## src/rtl/core_btb_pkg.sv

```systemverilog
// rtl/core_btb_pkg.sv - branch type and counter encodings shared by the BTB files
package core_btb_pkg;

    typedef enum logic [1:0] {
        BR_COND = 2'b00,
        BR_JUMP = 2'b01,
        BR_CALL = 2'b10,
        BR_RET  = 2'b11
    } br_type_e;

    localparam logic [1:0] CTR_SNT = 2'b00;
    localparam logic [1:0] CTR_WNT = 2'b01;
    localparam logic [1:0] CTR_WT  = 2'b10;
    localparam logic [1:0] CTR_ST  = 2'b11;

    function automatic int idx_width(input int entries);
        return $clog2(entries);
    endfunction

endpackage

```

## src/rtl/core_btb_if.sv

```systemverilog
// rtl/core_btb_if.sv - fetch lookup, RAS drive and training signals of the BTB
interface core_btb_if;
    logic        fetch_valid;
    logic [31:0] pc_in;
    logic [31:0] ras_addr_in;
    logic        upd_valid;
    logic [31:0] upd_pc;
    logic [31:0] upd_target;
    logic [1:0]  upd_type;
    logic        upd_taken;
    logic        inv_all;
    logic        btb_hit;
    logic        pred_taken;
    logic [31:0] pred_target;
    logic        en_call_out;
    logic        en_ret_out;
    logic [31:0] ret_addr_out;

    modport master (
        output fetch_valid, pc_in, ras_addr_in,
        output upd_valid, upd_pc, upd_target, upd_type, upd_taken, inv_all,
        input  btb_hit, pred_taken, pred_target, en_call_out, en_ret_out, ret_addr_out
    );

    modport slave (
        input  fetch_valid, pc_in, ras_addr_in,
        input  upd_valid, upd_pc, upd_target, upd_type, upd_taken, inv_all,
        output btb_hit, pred_taken, pred_target, en_call_out, en_ret_out, ret_addr_out
    );
endinterface

```

## src/rtl/core_btb_sat_ctr.sv

```systemverilog
// rtl/core_btb_sat_ctr.sv - 2-bit saturating direction counter next state
module core_btb_sat_ctr
    import core_btb_pkg::*;
(
    input  logic [1:0] ctr_i,
    input  logic       taken_i,
    output logic [1:0] ctr_o
);

    always_comb begin
        ctr_o = ctr_i;
        if (taken_i) begin
            if (ctr_i != CTR_ST) ctr_o = ctr_i + 2'd1;
        end else if (ctr_i != CTR_SNT) begin
            ctr_o = ctr_i - 2'd1;
        end
    end

endmodule

```

## src/rtl/core_btb.sv

```systemverilog
// rtl/core_btb.sv - direct-mapped fetch BTB with RAS call/return drive
// Optional CORE_BTB_FWD_EN: same-cycle update is forwarded into the lookup.
module core_btb
    import core_btb_pkg::*;
#(
    parameter int ENTRIES = 16,
    parameter int TAG_W   = 26
) (
    input  logic       clk,
    input  logic       rst,
    core_btb_if.slave  bus
);

    localparam int IDX_W = idx_width(ENTRIES);

    logic [ENTRIES-1:0] valid_q;
    logic [TAG_W-1:0]   tag_q    [ENTRIES];
    logic [29:0]        target_q [ENTRIES];
    logic [1:0]         type_q   [ENTRIES];
    logic [1:0]         ctr_q    [ENTRIES];

    logic [IDX_W-1:0] f_idx, u_idx;
    logic [TAG_W-1:0] f_tag, u_tag;
    logic             upd_hit, wr_en;
    logic [1:0]       ctr_upd, ctr_d;
    logic             unused_pc_bits;

    assign f_idx = bus.pc_in[IDX_W+1:2];
    assign f_tag = bus.pc_in[IDX_W+TAG_W+1:IDX_W+2];
    assign u_idx = bus.upd_pc[IDX_W+1:2];
    assign u_tag = bus.upd_pc[IDX_W+TAG_W+1:IDX_W+2];
    assign unused_pc_bits = ^{bus.upd_pc[1:0], bus.upd_target[1:0]};

    assign upd_hit = valid_q[u_idx] && (tag_q[u_idx] == u_tag);

    core_btb_sat_ctr u_sat_ctr (
        .ctr_i   (ctr_q[u_idx]),
        .taken_i (bus.upd_taken),
        .ctr_o   (ctr_upd)
    );

    // A not-taken miss never allocates; fresh conds start weakly taken.
    always_comb begin
        wr_en = bus.upd_valid && (upd_hit || bus.upd_taken);
        ctr_d = (bus.upd_type == BR_COND) ? CTR_WT : CTR_ST;
        if (upd_hit) ctr_d = ctr_upd;
    end

    always_ff @(posedge clk or negedge rst) begin
        if (!rst) begin
            valid_q <= '0;
            for (int i = 0; i < ENTRIES; i++) begin
                tag_q[i]    <= '0;
                target_q[i] <= '0;
                type_q[i]   <= BR_COND;
                ctr_q[i]    <= CTR_WNT;
            end
        end else if (bus.inv_all) begin
            valid_q <= '0;
        end else if (wr_en) begin
            valid_q[u_idx]  <= 1'b1;
            tag_q[u_idx]    <= u_tag;
            target_q[u_idx] <= bus.upd_target[31:2];
            type_q[u_idx]   <= bus.upd_type;
            ctr_q[u_idx]    <= ctr_d;
        end
    end

    logic             rd_valid;
    logic [TAG_W-1:0] rd_tag;
    logic [29:0]      rd_target;
    logic [1:0]       rd_type;
    logic [1:0]       rd_ctr;

    always_comb begin
        rd_valid  = valid_q[f_idx];
        rd_tag    = tag_q[f_idx];
        rd_target = target_q[f_idx];
        rd_type   = type_q[f_idx];
        rd_ctr    = ctr_q[f_idx];
`ifdef CORE_BTB_FWD_EN
        if (wr_en && (u_idx == f_idx)) begin
            rd_valid  = 1'b1;
            rd_tag    = u_tag;
            rd_target = bus.upd_target[31:2];
            rd_type   = bus.upd_type;
            rd_ctr    = ctr_d;
        end
        if (bus.inv_all) rd_valid = 1'b0;
`endif
    end

    logic        hit, taken;
    logic [31:0] seq_pc;

    assign hit    = bus.fetch_valid && rd_valid && (rd_tag == f_tag);
    assign taken  = hit && ((rd_type != BR_COND) || rd_ctr[1]);
    assign seq_pc = bus.pc_in + 32'd4;

    assign bus.btb_hit      = hit;
    assign bus.pred_taken   = taken;
    assign bus.en_call_out  = hit && (rd_type == BR_CALL);
    assign bus.en_ret_out   = hit && (rd_type == BR_RET);
    assign bus.ret_addr_out = seq_pc;
    assign bus.pred_target  = !taken               ? seq_pc :
                              (rd_type == BR_RET)  ? bus.ras_addr_in :
                                                     {rd_target, 2'b00};

endmodule

```

## src/flat_wrapper.sv

```systemverilog
// flat-port wrapper written by rule: the top's interface ports become plain ports
module core_btb_flat import core_btb_pkg::*;
#(
    parameter int ENTRIES = 16,
    parameter int TAG_W   = 26
)
  (clk, rst, bus_fetch_valid, bus_pc_in, bus_ras_addr_in, bus_upd_valid, bus_upd_pc, bus_upd_target, bus_upd_type, bus_upd_taken, bus_inv_all, bus_btb_hit, bus_pred_taken, bus_pred_target, bus_en_call_out, bus_en_ret_out, bus_ret_addr_out);
  core_btb_if bus_i ();
  input  logic clk;
  input  logic rst;
  input wire logic [$bits(bus_i.fetch_valid)-1:0] bus_fetch_valid;
  input wire logic [$bits(bus_i.pc_in)-1:0] bus_pc_in;
  input wire logic [$bits(bus_i.ras_addr_in)-1:0] bus_ras_addr_in;
  input wire logic [$bits(bus_i.upd_valid)-1:0] bus_upd_valid;
  input wire logic [$bits(bus_i.upd_pc)-1:0] bus_upd_pc;
  input wire logic [$bits(bus_i.upd_target)-1:0] bus_upd_target;
  input wire logic [$bits(bus_i.upd_type)-1:0] bus_upd_type;
  input wire logic [$bits(bus_i.upd_taken)-1:0] bus_upd_taken;
  input wire logic [$bits(bus_i.inv_all)-1:0] bus_inv_all;
  output wire logic [$bits(bus_i.btb_hit)-1:0] bus_btb_hit;
  output wire logic [$bits(bus_i.pred_taken)-1:0] bus_pred_taken;
  output wire logic [$bits(bus_i.pred_target)-1:0] bus_pred_target;
  output wire logic [$bits(bus_i.en_call_out)-1:0] bus_en_call_out;
  output wire logic [$bits(bus_i.en_ret_out)-1:0] bus_en_ret_out;
  output wire logic [$bits(bus_i.ret_addr_out)-1:0] bus_ret_addr_out;
  assign bus_i.fetch_valid = bus_fetch_valid;
  assign bus_i.pc_in = bus_pc_in;
  assign bus_i.ras_addr_in = bus_ras_addr_in;
  assign bus_i.upd_valid = bus_upd_valid;
  assign bus_i.upd_pc = bus_upd_pc;
  assign bus_i.upd_target = bus_upd_target;
  assign bus_i.upd_type = bus_upd_type;
  assign bus_i.upd_taken = bus_upd_taken;
  assign bus_i.inv_all = bus_inv_all;
  assign bus_btb_hit = bus_i.btb_hit;
  assign bus_pred_taken = bus_i.pred_taken;
  assign bus_pred_target = bus_i.pred_target;
  assign bus_en_call_out = bus_i.en_call_out;
  assign bus_en_ret_out = bus_i.en_ret_out;
  assign bus_ret_addr_out = bus_i.ret_addr_out;
  core_btb #(.ENTRIES(ENTRIES), .TAG_W(TAG_W)) u_core (.clk(clk), .rst(rst), .bus(bus_i));
endmodule
```

## config.mk

```make
export PLATFORM = sky130hd
export DESIGN_NAME = core_btb_flat
export DESIGN_NICKNAME = d
export VERILOG_FILES = /design/src/rtl/core_btb_pkg.sv /design/src/rtl/core_btb_if.sv /design/src/rtl/core_btb_sat_ctr.sv /design/src/rtl/core_btb.sv /design/src/flat_wrapper.sv
export SDC_FILE = /design/constraint.sdc
export NUM_CORES = 2
export LEC_CHECK = 0
export ABC_AREA = 0
export CORE_MARGIN = 4
export CORE_UTILIZATION = 45
export DETAILED_ROUTE_END_ITERATION = 12
export PLACE_DENSITY_LB_ADDON = 0.12
export SLEW_MARGIN = 15
export SYNTH_ARGS = -nofsm -noshare
export SYNTH_HDL_FRONTEND = slang
export SYNTH_SLANG_ARGS = --single-unit
```

## constraint.sdc

```tcl
create_clock -name clk -period 15.4 [get_ports clk]
set_input_delay 3.85 -clock clk [delete_from_list [all_inputs] [get_ports clk]]
set_output_delay 3.85 -clock clk [all_outputs]
set_load 0.02 [all_outputs]
```

# Yosys cells after proc, flatten, opt, wreduce, memory -nomap -nowiden
# Cells that the tools add are included.
# totals
regBits	976
in_bits	136
out_inout_bits	68
# classes
n_reduce_logical	16
n_mux	43
n_lt_le_gt_ge	6
add_sub_neg	3
bitwise_logic	4
eq_ne	5
# op_table
cell	count
$bwmux 480	1
$bwmux 416	1
$bmux 26 s4	2
$mux 26	5
$bmux 30 s4	1
$demux 30 s4	1
$demux 26 s4	1
$mux 30	3
$bwmux 32	2
$mux 32	2
$eq 26x26->1	2
$add 32x3->32 const B	1
$mux 16	2
$bmux 2 s4	3
$mux 2	11
$or 16x16->16	1
$ge 5x5->1 const B	2
$lt 4x5->1 const B	2
$not 4->5	2
$logic_and 1x1->1	9
$bmux 1 s4	2
$demux 2 s4	1
$reduce_bool 2->1	3
$lt 5x1->1 const B	1
other kinds (11)	16

# Longest topological paths before layout
# depth
word_depth	10
mapped_depth	16

# By module
# Synthesis repeated with hierarchy kept, for this count alone.
# hier_totals
cells_unflattened	3173
area_unflattened_um2	50038.0
# modules_own_cells
mod	seq_area_each_um2	cells_each	area_each_um2	instances
core_btb	24443.4	3170	50011.7	1
core_btb_sat_ctr	0.0	3	26.3	1

# Worst setup path after synthesis
# Ideal clock, no wire load.
# synth_path
path_kind	input-to-output
start	input bus_pc_in[2]
end	output bus_pred_target[2]
slack_ns	3.751
arrival_time_ns	7.799
cell_stages	12
cell_sequence	buf_2 buf_1 mux4_2 mux4_2 xor2_1 nor4_1 nand4_1 or4_1 clkbuf_1 nor2_1 buf_2 mux2i_1
# synth_via
elab_chain_len	8
elab_cells_between_ends	25
# synth_lines
element	line_no	source
start: declaration	flat_wrapper.sv:12	input wire logic [$bits(bus_i.pc_in)-1:0] bus_pc_in;
$not 4->5 (implied by the code)	core_btb.sv:77, core_btb.sv:79, core_btb.sv:80	
$bmux 26 s4 / $bmux 2 s4 (equally long branches)	core_btb.sv:77, core_btb.sv:79	
$mux 26 (implied by the code) / $mux 2 (equally long branches) (2 in series)	core_btb.sv:77, core_btb.sv:79	
$eq 26x26->1 / $reduce_bool 2->1 (equally long branches)	core_btb.sv:96, core_btb.sv:97	
$logic_and 1x1->1 / $logic_or 1x1->1 (equally long branches)	core_btb.sv:96, core_btb.sv:97	
$logic_and 1x1->1 *	core_btb.sv:97	assign taken = hit && ((rd_type != BR_COND) || rd_ctr[1]);
named net bus_pred_taken	flat_wrapper.sv:21	output wire logic [$bits(bus_i.pred_taken)-1:0] bus_pred_taken;
$mux 32 *	core_btb.sv:105	assign bus.pred_target = !taken ? seq_pc :
end: declaration	flat_wrapper.sv:22	output wire logic [$bits(bus_i.pred_target)-1:0] bus_pred_target;
# The timed path passes the listed nets; every way through them passes the cells marked *. The select of a mux whose other input is x is not followed.

# Final worst setup path
# layout_path
start	input bus_pc_in[2]
end	output bus_pred_target[28]
# layout_via
elab_chain_len	8
elab_cells_between_ends	25
# layout_lines
element	line_no
$not 4->5 (implied by the code)	n/a
$bmux 26 s4 / $bmux 2 s4 (equally long branches)	core_btb.sv:77, core_btb.sv:79
$mux 26 (implied by the code) / $mux 2 (equally long branches) (2 in series)	core_btb.sv:77, core_btb.sv:79
$eq 26x26->1 / $reduce_bool 2->1 (equally long branches)	core_btb.sv:96, core_btb.sv:97
$logic_and 1x1->1 / $logic_or 1x1->1 (equally long branches)	core_btb.sv:96, core_btb.sv:97
$logic_and 1x1->1	core_btb.sv:97
$mux 32 *	core_btb.sv:105
# Mark *: on every way between the ends. The rest lies on a longest branch, timed or not. The select of a mux whose other input is x is not followed.

==> flow_summary.toml <==
[routing]
drt_pass1_iterations = 5
remaining_drc_errors = 0
route.vias.total = 29500
routed_via_density = 6.20
drt_first_iter_violations = 2172
antenna_left = 0
routed_wirelength_um = 144000
drt-wirelength-per-cell_um = 30.4

[floorplanning]
die_area_sq_um = 115000
die_height_um = 339
boundaryPins = 204
die_width_um = 339
placeable_core_region_sq_um = 109000
initial_core_util_pct = 45.4
floorplan.rows = 121

[placed_design]
finalWeightedCongestion = 0.833
portBuffers = 199
post-dp-hpwl_um = 87300

[sta]
worst_pin_slew_ns = 1.19
rsz0062_at_grt = "no"
post-route-period-util_pct = 87.5
highest_achievable_clock_rate_mhz = 74.2
timing.max_slew.rel_slack_pct = 20.5
finalHoldViolations = 0
period_minus_slack_ns = 13.48
maxSlewViolCount = 0
worst_clock_skew_ns = 0.0317
timing.final.setup_violations = 0
fin_tns_setup_ns = 0

[logic_synthesis]
postSynthAreaPerCell_sq_um = 15.7
netlist_area_pre_place_sq_um = 49400
post_synth_num_cell_types = 66
synth_edf_count = 0
ys.warnings.count = 0
syn_inst = 3155
yosys_register_bits = 976
synth_top_flop_cell = "sky130_fd_sc_hd__dfrtp_1"
seq_area_frac_synth_pct = 49.4
syn_nets = 3292
synth_async_sr_flop_share_pct = 100

[worst_setup_path]
rrSetupSlack_ns = 9.38
setup.worst_path.start_class = "primary input"
path_class = "in2out"
arrival_ns = 9.63
worst_path_required_time_ns = 11.55
path_max_fanout = 54
end_kind = "primary output"

[global_routing]
largest_net_degree_at_the_start_of_global_routing = 181
grt_antenna_before_repair = 11
grt_pass1_wl_um = 218000
grt_remaining_overflow = 0
via_count_of_the_first_global_routing_pass = 32200
grt.total_usage_pct = 25.2

[final_layout]
finish.utilization_pct = 51.7
mostFrequentLayoutCells = "sky130_fd_sc_hd__dfrtp_1 (960), sky130_fd_sc_hd__mux2_2 (882), sky130_fd_sc_hd__mux4_2 (374)"
final_common_cell = "sky130_fd_sc_hd__dfrtp_1"
layout-drive-gt1-share_pct = 47.0
layout.nets = 3376
layout-area-overhead-vs-synth_pct = 14.0

[cts]
clk_path_buf_depth = 3
postCtsSetupBuffers = 0
number_of_clock_buffers_inserted_by_tritoncts = 108
cts_repair_resize_count = 0
htree_num_levels = 3
cts_tree = "done"
clk_root_buffer_cell = "sky130_fd_sc_hd__clkbuf_16"
cts-hold-fix-buffers = 0
path_clk_slew_ns = 0.06
clock-sinks = 976
clkLatencyLatePin_ns = 0.70

[pwr]
switching_share_pct = 25.4
vdd_ir_drop_max_mv = 0.0983
seqPwrFrac_pct = 45.2
power_leakage_nw = 25.1
power.density_cell_area_nw_per_um2 = 122
pwr-share-clk_pct = 39.0
power.net_switching_mw = 1.75
power.internal_mw = 5.15
fraction_of_power_consumed_by_combinational_cells_pct = 15.8

[worst_hold_path]
hold_path.class = "reg2reg"

[run_status]
run_status = "finished, final reports clean"

[run]
drv.max_cap_violation_count = 0
through the flow:
stage	setup WS [ns]	power, mW	instances	hold slack (ns)	area (sq um)
after CTS	1.93	6.97	4744	0.486	56400
after detailed placement	1.94	4.25	4543	0.473	52600
after global placement	2.01	4.18	4540	0.462	52600
after global routing	1.70	7.19	4745	0.500	56400
final	1.92	6.90	4748	0.482	56400
after floorplan	3.75	3.86	3155	0.453	49400
sequential cells by signal, indices dropped and copies added, names as in the netlist:
signal and flops:
u_core.valid_q 16, u_core.type_q 32, u_core.tag_q 416, u_core.target_q 480, u_core.ctr_q 32
routing by layer:
metal	global-route usage, %	vias to the layer above	share of wire (%)
li1	-	12200	-
met1	35.9	16200	44
met2	40.5	847	48
met3	4.25	212	5.4
met4	6.61	8	2.5
met5	0	-	0.045
layout make-up:
type                       count  area, sq um
tap                         1414         1770
clock inverter                36          422
inverter                      17         63.8
antenna                        4         10.0
sequential                   976        24400
multi-input combinational   1863        23700
fill                        8940        52600
timing repair buffer         273         2660
clock buffer                 165         3330
path summary, 6_finish.rpt:
path | to | from | depth (start not counted)
worst max-delay path | bus_pred_target[28] | bus_pc_in[2] | 11
worst max register to register | u_core.type_q[4] | u_core.tag_q[16] | 9
worst min register to register | u_core.target_q[118] | u_core.target_q[118] | 1
worst min-delay path | u_core.target_q[118] | u_core.target_q[118] | 1
max in group asynchronous | u_core.tag_q[322] | rst | 4
min in group asynchronous | u_core.target_q[131] | rst | 1
cells in the mapped netlist (all sizes together), types with 3 or more instances:
| master | n | area share, % |
|---|---|---|
| clkbuf | 126 | 0.96 |
| or2 | 4 | 0.051 |
| nor2b | 12 | 0.15 |
| nor2 | 21 | 0.16 |
| mux4 | 374 | 17 |
| o21ai | 13 | 0.13 |
| a22oi | 21 | 0.32 |
| xnor2 | 40 | 0.71 |
| and2 | 5 | 0.063 |
| mux2i | 103 | 2.1 |
| dfrtp | 960 | 49 |
| buf | 173 | 1.8 |
| nand2b | 6 | 0.076 |
| nand2 | 31 | 0.24 |
| inv | 16 | 0.12 |
| o22ai | 3 | 0.038 |
| nor4 | 13 | 0.27 |
| a22o | 8 | 0.14 |
| nand3 | 20 | 0.20 |
| mux2 | 1023 | 23 |
| xor2 | 43 | 0.76 |
| nor3b | 3 | 0.046 |
| a221oi | 15 | 0.27 |
| nor3 | 18 | 0.27 |
| nand4 | 9 | 0.11 |
| a31oi | 6 | 0.089 |
| a21o | 16 | 0.24 |
| a2111oi | 5 | 0.11 |
| dfstp | 16 | 0.85 |
| a211oi | 5 | 0.076 |
| and3 | 8 | 0.10 |
| a21oi | 9 | 0.091 |
worst max-delay path, cell delays in order:
cell and delay, ns:
sky130_fd_sc_hd__buf_8 0.34, sky130_fd_sc_hd__buf_12 0.45, sky130_fd_sc_hd__mux4_2 0.58, sky130_fd_sc_hd__mux4_2 0.53
sky130_fd_sc_hd__xor2_1 0.22, sky130_fd_sc_hd__nor4_1 0.52, sky130_fd_sc_hd__nand4_1 0.17, sky130_fd_sc_hd__or4_1 0.85
sky130_fd_sc_hd__nor2_4 0.97, sky130_fd_sc_hd__mux2_2 0.43, sky130_fd_sc_hd__clkdlybuf4s50_1 0.54
power by group through the flow:
stage,logic [mW],clock network (mW),registers (mW)
floorplan,0.775,0,3.08
global placement,1.06,0,3.12
detailed placement,1.10,0,3.16
CTS,1.10,2.75,3.11
global route,1.17,2.86,3.16
finish,1.09,2.69,3.12
logic make-up after synthesis:
logic type / synth area share [%]
multiplexers: 42.4
flip-flops: 49.4
buffers and inverters: 2.91
AND/OR/NAND/NOR: 1.91
AO/OA/AOI/OAI: 1.80
XOR/XNOR: 1.47
adder cells (fa/ha/maj): 0.0455
No activity file was read; power rests on OpenSTA's default activity.
